File: src/rtl/mem_to_uart_if.sv
`default_nettype none
// ============================================================================
//  Module      : mem_to_uart_if
//  Description : Read-side RAM port bundle (req/gnt/rvalid protocol) shared
//                between the mem_to_uart initiator and the RAM it reads.
//  Revision    : 1.0  initial release
// ----------------------------------------------------------------------------
//  Signals (named from the initiator's point of view)
//    data_req_o     request, held until granted
//    data_addr_o    word-aligned byte address
//    data_be_o      byte enables
//    data_we_o      write enable (always 0 from this initiator)
//    data_wdata_o   write data   (always 0 from this initiator)
//    data_gnt_i     grant
//    data_rvalid_i  read data valid
//    data_rdata_i   read data
// ============================================================================
interface mem_to_uart_if #(
  parameter int ADDR_WIDTH = 12
);
  logic                  data_req_o;
  logic [ADDR_WIDTH-1:0] data_addr_o;
  logic [3:0]            data_be_o;
  logic                  data_we_o;
  logic [31:0]           data_wdata_o;
  logic                  data_gnt_i;
  logic                  data_rvalid_i;
  logic [31:0]           data_rdata_i;

  modport master (
    output data_req_o, data_addr_o, data_be_o, data_we_o, data_wdata_o,
    input  data_gnt_i, data_rvalid_i, data_rdata_i
  );

  modport slave (
    input  data_req_o, data_addr_o, data_be_o, data_we_o, data_wdata_o,
    output data_gnt_i, data_rvalid_i, data_rdata_i
  );
endinterface
`default_nettype wire

File: src/rtl/mem_to_uart.sv
`default_nettype none
// ============================================================================
//  Module      : mem_to_uart
//  Description : Reads a block of 32-bit words from RAM and streams them out
//                as little-endian 8N1 UART bytes (memory dump to host).
//  Revision    : 1.0  initial release
// ----------------------------------------------------------------------------
//  Ports
//    clk_i         clock, rising edge
//    rst_i         asynchronous active-high reset
//    start_i       one-cycle start pulse, honoured only when idle
//    start_addr_i  first byte address (low two bits ignored)
//    word_count_i  number of 32-bit words to send (0 = finish immediately)
//    bus           RAM read port (master side)
//    tx_o          UART serial output, idles high
//    busy_o        high from start acceptance until done
//    done_o        one-cycle pulse at end of transfer
// ============================================================================
module mem_to_uart #(
  parameter int ADDR_WIDTH   = 12,
  parameter int CNT_WIDTH    = 10,
  parameter int CLKS_PER_BIT = 868
) (
  input  wire logic                  clk_i,
  input  wire logic                  rst_i,
  input  wire logic                  start_i,
  input  wire logic [ADDR_WIDTH-1:0] start_addr_i,
  input  wire logic [CNT_WIDTH-1:0]  word_count_i,
  mem_to_uart_if.master              bus,
  output logic                       tx_o,
  output logic                       busy_o,
  output logic                       done_o
);

  localparam int                    TIMER_W   = (CLKS_PER_BIT > 1) ? $clog2(CLKS_PER_BIT) : 1;
  localparam logic [TIMER_W-1:0]    LAST_TICK = TIMER_W'(CLKS_PER_BIT - 1);
  localparam logic [ADDR_WIDTH-1:0] WORD_MASK = ~ADDR_WIDTH'(3);
  localparam logic [ADDR_WIDTH-1:0] WORD_STEP = ADDR_WIDTH'(4);
  localparam logic [CNT_WIDTH-1:0]  CNT_ONE   = CNT_WIDTH'(1);

  typedef enum logic [2:0] {
    S_IDLE = 3'd0,
    S_REQ  = 3'd1,
    S_WAIT = 3'd2,
    S_TX   = 3'd3,
    S_DONE = 3'd4
  } state_t;

  state_t                  state_q;
  logic                    req_q;
  logic [ADDR_WIDTH-1:0]   addr_q;
  logic [CNT_WIDTH-1:0]    cnt_q;     // words still to send, including current
  logic [31:0]             data_q;
  logic [TIMER_W-1:0]      timer_q;
  logic [3:0]              bit_q;     // 0 = start, 1..8 = data, 9 = stop
  logic [1:0]              byte_q;    // byte lane within data_q
  logic                    tx_q;
  logic                    busy_q;
  logic                    done_q;

  logic [7:0]              w_cur_byte;
  logic                    w_next_bit;

  // Value of the bit that follows bit_q within the current byte frame:
  // bit_q=k (0..7) is followed by data bit k, bit_q=8 by the stop bit.
  always_comb begin
    w_cur_byte = data_q[{byte_q, 3'b000} +: 8];
    w_next_bit = (bit_q == 4'd8) ? 1'b1 : w_cur_byte[bit_q[2:0]];
  end

  always_ff @(posedge clk_i or posedge rst_i) begin
    if (rst_i) begin
      state_q <= S_IDLE;
      req_q   <= 1'b0;
      addr_q  <= '0;
      cnt_q   <= '0;
      data_q  <= '0;
      timer_q <= '0;
      bit_q   <= '0;
      byte_q  <= '0;
      tx_q    <= 1'b1;
      busy_q  <= 1'b0;
      done_q  <= 1'b0;
    end else begin
      done_q <= 1'b0;
      case (state_q)
        S_IDLE: begin
          if (start_i) begin
            addr_q <= start_addr_i & WORD_MASK;
            cnt_q  <= word_count_i;
            busy_q <= 1'b1;
            if (word_count_i == '0) begin
              state_q <= S_DONE;
            end else begin
              req_q   <= 1'b1;
              state_q <= S_REQ;
            end
          end
        end

        S_REQ: begin
          if (bus.data_gnt_i) begin
            req_q   <= 1'b0;
            state_q <= S_WAIT;
          end
        end

        S_WAIT: begin
          if (bus.data_rvalid_i) begin
            data_q  <= bus.data_rdata_i;
            tx_q    <= 1'b0;          // start bit of byte 0
            timer_q <= '0;
            bit_q   <= '0;
            byte_q  <= '0;
            state_q <= S_TX;
          end
        end

        S_TX: begin
          if (timer_q == LAST_TICK) begin
            timer_q <= '0;
            if (bit_q == 4'd9) begin
              bit_q <= '0;
              if (byte_q == 2'd3) begin
                // Stop bit of the last byte has ended: word finished.
                byte_q <= '0;
                tx_q   <= 1'b1;
                cnt_q  <= cnt_q - CNT_ONE;
                if (cnt_q == CNT_ONE) begin
                  state_q <= S_DONE;
                end else begin
                  addr_q  <= addr_q + WORD_STEP;
                  req_q   <= 1'b1;
                  state_q <= S_REQ;
                end
              end else begin
                // Next byte starts immediately, no idle gap.
                byte_q <= byte_q + 2'd1;
                tx_q   <= 1'b0;
              end
            end else begin
              bit_q <= bit_q + 4'd1;
              tx_q  <= w_next_bit;
            end
          end else begin
            timer_q <= timer_q + TIMER_W'(1);
          end
        end

        S_DONE: begin
          done_q  <= 1'b1;
          busy_q  <= 1'b0;
          state_q <= S_IDLE;
        end

        default: begin
          state_q <= S_IDLE;
        end
      endcase
    end
  end

  assign bus.data_req_o   = req_q;
  assign bus.data_addr_o  = addr_q;
  assign bus.data_be_o    = 4'b1111;
  assign bus.data_we_o    = 1'b0;
  assign bus.data_wdata_o = 32'h0;

  assign tx_o   = tx_q;
  assign busy_o = busy_q;
  assign done_o = done_q;

endmodule
`default_nettype wire

File: src/flat_wrapper.sv
// flat-port wrapper written by rule: the top's interface ports become plain ports
module mem_to_uart_flat 
#(
  parameter int ADDR_WIDTH   = 12,
  parameter int CNT_WIDTH    = 10,
  parameter int CLKS_PER_BIT = 868
)
  (clk_i, rst_i, start_i, start_addr_i, word_count_i, tx_o, busy_o, done_o, bus_data_req_o, bus_data_addr_o, bus_data_be_o, bus_data_we_o, bus_data_wdata_o, bus_data_gnt_i, bus_data_rvalid_i, bus_data_rdata_i);
  mem_to_uart_if #(.ADDR_WIDTH(ADDR_WIDTH)) bus_i ();
  input  wire logic clk_i;
  input  wire logic rst_i;
  input  wire logic start_i;
  input  wire logic [ADDR_WIDTH-1:0] start_addr_i;
  input  wire logic [CNT_WIDTH-1:0] word_count_i;
  output logic tx_o;
  output logic busy_o;
  output logic done_o;
  output wire logic [$bits(bus_i.data_req_o)-1:0] bus_data_req_o;
  output wire logic [$bits(bus_i.data_addr_o)-1:0] bus_data_addr_o;
  output wire logic [$bits(bus_i.data_be_o)-1:0] bus_data_be_o;
  output wire logic [$bits(bus_i.data_we_o)-1:0] bus_data_we_o;
  output wire logic [$bits(bus_i.data_wdata_o)-1:0] bus_data_wdata_o;
  input wire logic [$bits(bus_i.data_gnt_i)-1:0] bus_data_gnt_i;
  input wire logic [$bits(bus_i.data_rvalid_i)-1:0] bus_data_rvalid_i;
  input wire logic [$bits(bus_i.data_rdata_i)-1:0] bus_data_rdata_i;
  assign bus_data_req_o = bus_i.data_req_o;
  assign bus_data_addr_o = bus_i.data_addr_o;
  assign bus_data_be_o = bus_i.data_be_o;
  assign bus_data_we_o = bus_i.data_we_o;
  assign bus_data_wdata_o = bus_i.data_wdata_o;
  assign bus_i.data_gnt_i = bus_data_gnt_i;
  assign bus_i.data_rvalid_i = bus_data_rvalid_i;
  assign bus_i.data_rdata_i = bus_data_rdata_i;
  mem_to_uart #(.ADDR_WIDTH(ADDR_WIDTH), .CNT_WIDTH(CNT_WIDTH), .CLKS_PER_BIT(CLKS_PER_BIT)) u_core (.clk_i(clk_i), .rst_i(rst_i), .start_i(start_i), .start_addr_i(start_addr_i), .word_count_i(word_count_i), .bus(bus_i), .tx_o(tx_o), .busy_o(busy_o), .done_o(done_o));
endmodule
File: config.mk
export PLATFORM = sky130hd
export DESIGN_NAME = mem_to_uart_flat
export DESIGN_NICKNAME = d
export VERILOG_FILES = /design/src/rtl/mem_to_uart_if.sv /design/src/rtl/mem_to_uart.sv /design/src/flat_wrapper.sv
export SDC_FILE = /design/constraint.sdc
export NUM_CORES = 1
export LEC_CHECK = 0
export CAP_MARGIN = 20
export CORE_MARGIN = 5
export CORE_UTILIZATION = 50
export CTS_CLUSTER_DIAMETER = 80
export DETAILED_ROUTE_END_ITERATION = 16
export GPL_ROUTABILITY_DRIVEN = 0
export PLACE_DENSITY = 0.82
export SLEW_MARGIN = 20
export SYNTH_ARGS = -nofsm -noshare
export SYNTH_HDL_FRONTEND = slang
export SYNTH_SLANG_ARGS = --single-unit
File: constraint.sdc
create_clock -name clk_i -period 3.35 [get_ports clk_i]
set_clock_uncertainty 0.05 [all_clocks]
set_input_delay 0.5025 -clock clk_i [delete_from_list [all_inputs] [get_ports clk_i]]
set_output_delay 0.5025 -clock clk_i [all_outputs]
set_load 0.1 [all_outputs]
Word-level counts from Yosys, hierarchy flattened:

Index checks and enable logic that the tools add are counted.

* $lt $le $gt $ge: 1
* equality and inequality tests: 17
* reduce and logical (&&, ||, !) cells: 15
* muxes and demuxes: 51
* bitwise logic cells: 0
* divide/modulo/power cells: 0
* $mul: 0
* add/sub/neg operators: 5
* shift-type cells: 1

Operators by type and width (number)
* 10-bit 2-to-1 mux: 6
* 12-bit 2-to-1 mux: 5
* 10-bit case mux with 2 select lines: 2
* 32-bit by 6-bit indexed part select with 8-bit output: 1
* 3-bit 2-to-1 mux: 8
* 12-bit case mux with 2 select lines: 1
* 1-bit 2-to-1 mux: 15
* 12-bit by 3-bit adder with 12-bit output, second input constant: 1
* 4-bit 2-to-1 mux: 3
* 3-bit case mux with 4 select lines: 1
* 6-bit AND reduction: 2
* 10-bit by 1-bit adder with 10-bit output, second input constant: 1
* 10-bit by 1-bit == test with 1-bit output, second input constant: 1
* 10-bit == test, second input constant: 1
* 10-bit logical NOT: 1
* 2-bit inequality test, second input constant: 5
* 10-bit by 1-bit subtractor with 10-bit output, second input constant: 1
* 4-bit == test, second input constant: 2
* 2-bit 2-to-1 mux: 4
* 4-bit case mux with 2 select lines: 1
* 8-bit AND reduction: 1
* 3-bit by 2-bit == test with 1-bit output, second input constant: 2
* 2-bit by 1-bit inequality test with 1-bit output, second input constant: 3
* 2-bit AND reduction: 3
* other kinds (16): 19

* memories: 0
* latch bits: 0
* bits in writable memories: 0
* register bits: 77
* word-level logic and storage cells: 101
* bits in read-only memories: 0
* output and inout bits: 53

Depth between registers and ports, before layout:

* depth after elaboration: 7
* mapped depth: 8
* depth with buffers taken out: 7

Worst setup path before layout:

No wires, ideal clock.

* kind: flip-flop to flip-flop
* start: reg u_core.timer_q[4]
* end: reg u_core.req_q, in the netlist u_core.bus.data_req_o
* stages on the path, launching flop included: 6
* library setup time: 0.120 ns
* arrival time: 2.032 ns
* period minus slack after synthesis: 2.202 ns
* required time: 3.180 ns
* path slack: 1.148 ns
* buffers on the path: 0
* cell sequence: dfrtp_1 > or4b_4 > nor4_4 > o22ai_1 > or4b_1 > o21a_1

* word-level cells in the longest chain between the ends: 3

Ends and longest elaborated chain
* start: declaration: RTL line mem_to_uart.sv:54 `logic [TIMER_W-1:0] timer_q;`
* start signal: assignment: RTL line mem_to_uart.sv:146 `timer_q <= timer_q + TIMER_W'(1);`
* 10-bit == test: RTL line mem_to_uart.sv:120 `if (timer_q == LAST_TICK) begin`
* 2-bit by 1-bit inequality test with 1-bit output (no source line)
* 8-bit AND reduction (no source line)
* end signal: assignment: RTL line mem_to_uart.sv:95 `req_q <= 1'b1;`
* end signal: assignment: RTL line mem_to_uart.sv:103 `req_q <= 1'b0;`
* end signal: assignment: RTL line mem_to_uart.sv:133 `req_q <= 1'b1;`
* end: declaration: RTL line mem_to_uart.sv:50 `logic req_q;`

No other way between the ends.
A chain may end at the register's enable or synchronous reset.

Final worst setup path:

* start: reg u_core.byte_q[0]
* end: reg u_core.req_q, in the netlist u_core.bus.data_req_o

* word-level cells in the longest chain between the ends: 3

Ends and longest elaborated chain
* start: declaration: RTL line mem_to_uart.sv:56 `logic [1:0] byte_q;`
* start signal: assignment: RTL line mem_to_uart.sv:138 `byte_q <= byte_q + 2'd1;`
* 2-bit == test: RTL line mem_to_uart.sv:124 `if (byte_q == 2'd3) begin`
* 2-bit by 1-bit inequality test with 1-bit output (no source line)
* 8-bit AND reduction (no source line)

No other way between the ends.

==> out/metrics.yaml <==
floorplan:
  die_area_mm2: 0.0106
  num_rows: 33
  fp.dieH_um: 103
  die_w_um: 103
  io_pins: 112
  start_util_pct: 51.9
  core_mm2: 0.00830
placed_design:
  io_buffers: 70
  pre_cts_slack_ps: 598
  hpwl_um: 7140
  dp.cells: 654
power_and_ir_drop:
  finalPower_mw: 5.04
  switching_share_pct: 46.7
  static-leakage-power_nw: 2.35
  clock_power_share_pct: 18.7
  p_per_area_mw_per_mm2: 965
  p_sw_mw: 2.36
  peakVddDrop_uv: 434
  comb_power_share_pct: 48.4
  p_int_mw: 2.68
  pwr-share-seq_pct: 32.8
global_route:
  grt_max_degree: 43
  antenna_found_initial: 0
  grt_pass1_vias: 3515
  overflow: 0
  grt_usage_pct: 19.6
  grt_pass1_wl_um: 16500
drt:
  met3_length_um: 690
  drc: 0
  routed_wl_um: 10200
  wl_met1_um: 4280
  first_pass_iters: 5
  met2_length_um: 5080
  top_layer_used: "met4"
  via_per_inst: 5.61
  drt_iter0_markers: 344
  vias: 3757
  ant_nets: 0
  wire_per_inst_um: 15.3
synthesis:
  syn_area_mm2: 0.00431
  yosys.area.top_type: "dfrtp_1"
  synth_area_leaders: "dfrtp_1, nand2_1, buf_4, o21ai_0, mux4_2"
  yosysSeqAreaShare_pct: 43.6
  synth-seq-cells: 75
  yosys_most_used_dff: "dfrtp_1"
  post_synth.cell_area_avg_um2: 8.60
  synthDominantCellAreaShare_pct: 43.0
  async_flop_share_pct: 100
  synth_edf_count: 0
  netlist_instances: 501
  yosysWarnings: 0
  synth.distinct_cells: 55
sta:
  setup_tns_ps: 0
  fmax_mhz: 380
  hold_viol_final: 0
  finalMaxSlewViolations: 0
  worst_slack_ps: 718
  rsz0062_at_grt: "no"
  fin_crit_ps: 2630
  slew_headroom_pct: 34.9
  worst_pin_slew_ps: 974
  setup_viol: 0
  post-route-period-util_pct: 78.6
setup_path:
  cp_max_fo: 14
  cp-start-kind: "register"
  end_kind: "register"
  worstPathRequired_ps: 3540
  critPathKind: "register to register"
  crit_arrival_ps: 2820
cells_and_area:
  final_cells: 670
  nets: 627
  area_growth_pct: 21.1
  diodes: 0
  drive_gt1_share_pct: 7.08
  fill_cells: 698
clock_network:
  clockRootBuffer: "clkbuf_8"
  cts_tree: "yes"
  hold_buffers: 0
  numCtsBuffers: 9
  clock_latency_ps: 350
  clk_path_buf_depth: 2
  cts.sinks: 75
  cts_setup_buffers: 0
  cts_resized: 0
  htreeDepth: 3
  clk_pin_slew_worst_paths_ps: 80
outcome:
  status: "finished clean"
run:
  maxCapViolations: 0
worst_hold_path:
  hold_class: "register to register"
## cell families (layout without fill, tap and decap cells)
| family | count (synthesis) | count (layout) | share of synthesized area, % |
|---|---|---|---|
| buffers and inverters | 73 | 100 | 9.87 |
| and+or+nand+nor | 221 | 221 | 23.7 |
| muxes | 15 | 15 | 5.25 |
| AOI/OAI and AO/OA | 107 | 107 | 15.2 |
| other | 2 | 39 | 0.174 |
| DFF | 75 | 75 | 43.6 |
| adders and majority gates | 8 | 8 | 2.32 |
## per-layer routing
metal,global-route usage [%],vias up
met5,0,-
met4,7.27,0
met3,3.72,17
met2,31.8,176
met1,26.3,1784
li1,-,1780
## sequential cells by signal (all words and copies together), names as in the netlist
name	count
u_core.tx_o	1
u_core.bus.data_req_o	1
u_core.cnt_q	10
u_core.timer_q	10
u_core.busy_o	1
u_core.done_o	1
u_core.data_q	32
u_core.bit_q	4
u_core.state_q	3
u_core.bus.data_addr_o	10
u_core.byte_q	2
## layout by cell type, fill, tap and decap left out, drive strengths merged, types with 2 or more instances in the layout
master,synthesis,layout
clkdlybuf4s50,0,64
nand3b,3,3
o211ai,2,2
nor3b,2,2
mux4,6,6
conb,2,39
or4b,2,2
o31ai,6,6
a31oi,5,5
nor4,6,6
buf,44,12
nor2,28,28
ha,8,8
o2bb2ai,2,2
a2bb2oi,4,4
and2b,2,2
and2,4,4
or3,2,2
a32oi,3,3
a21oi,22,22
bufinv,0,4
nand3,12,12
o21ai,43,43
dfrtp,74,74
nand4,9,9
a22oi,2,2
nand2b,3,3
inv,8,8
nor3,7,7
clkbuf,21,12
o22ai,5,5
nand2,129,129
mux2i,8,8
o21a,4,4
and3,5,5
## cell type report
type	instances	area, um^2	area share, %
Timing Repair Buffer	76	743	14.2
Tap cell	105	131	2.52
Clock inverter	4	120	2.30
Sequential cell	75	1880	36.0
Clock buffer	12	155	2.97
Inverter	8	30.0	0.575
Multi-Input combinational cell	390	2160	41.4
## synthesized netlist by cell type (all sizes together) (6+ instances only)
master,number
clkbuf,21
buf,44
nor4,6
mux2i,8
nand4,9
ha,8
nor2,28
o21ai,43
dfrtp,74
nand3,12
inv,8
o31ai,6
a21oi,22
nor3,7
mux4,6
nand2,129
## critical path: stages, from the launching register on
cell and delay [ps]:
dfrtp_1 830, ha_1 330, nand4b_1 170, nor4_4 270, o22ai_1 190, or4b_1 550, o21a_1 130
## metrics by stage
| step | instance area, um^2 | hold WS (ps) | utilization (%) |
|---|---|---|---|
| 6_report | 5220 | 427 | 62.9 |
| 5_1_grt | 5220 | 449 | 62.9 |
| 4_1_cts | 5220 | 430 | 62.9 |
| 3_5_place_dp | 4940 | 412 | 59.6 |
| 3_3_place_gp | 4940 | 402 | 59.6 |
| 2_1_floorplan | 4450 | 390 | - |
## worst paths after layout
path,from,end,slack [ps],depth (start not counted)
max in group asynchronous,rst_i,u_core.timer_q[3]$_DFFE_PP0P_,2020,3
min in group asynchronous,rst_i,u_core.data_q[1]$_DFFE_PP0P_,550,2
worst min-delay path,u_core.data_q[1]$_DFFE_PP0P_,u_core.data_q[1]$_DFFE_PP0P_,430,2
worst min register to register,u_core.data_q[1]$_DFFE_PP0P_,u_core.data_q[1]$_DFFE_PP0P_,430,2
worst max register to register,u_core.byte_q[0]$_DFFE_PP0P_,u_core.bus.data_req_o$_DFFE_PP0P_,720,6
worst max-delay path,u_core.byte_q[0]$_DFFE_PP0P_,u_core.bus.data_req_o$_DFFE_PP0P_,720,6
## power by group through the flow
stage	sequential (mW)	clock, mW	combinational [mW]
finish	1.65	0.943	2.44
global placement	1.63	0	2.33
floorplan	1.96	0	1.55
global route	1.70	0.989	2.67
CTS	1.64	0.957	2.43
detailed placement	1.66	0	2.42
No activity file was read; power rests on OpenSTA's default activity.
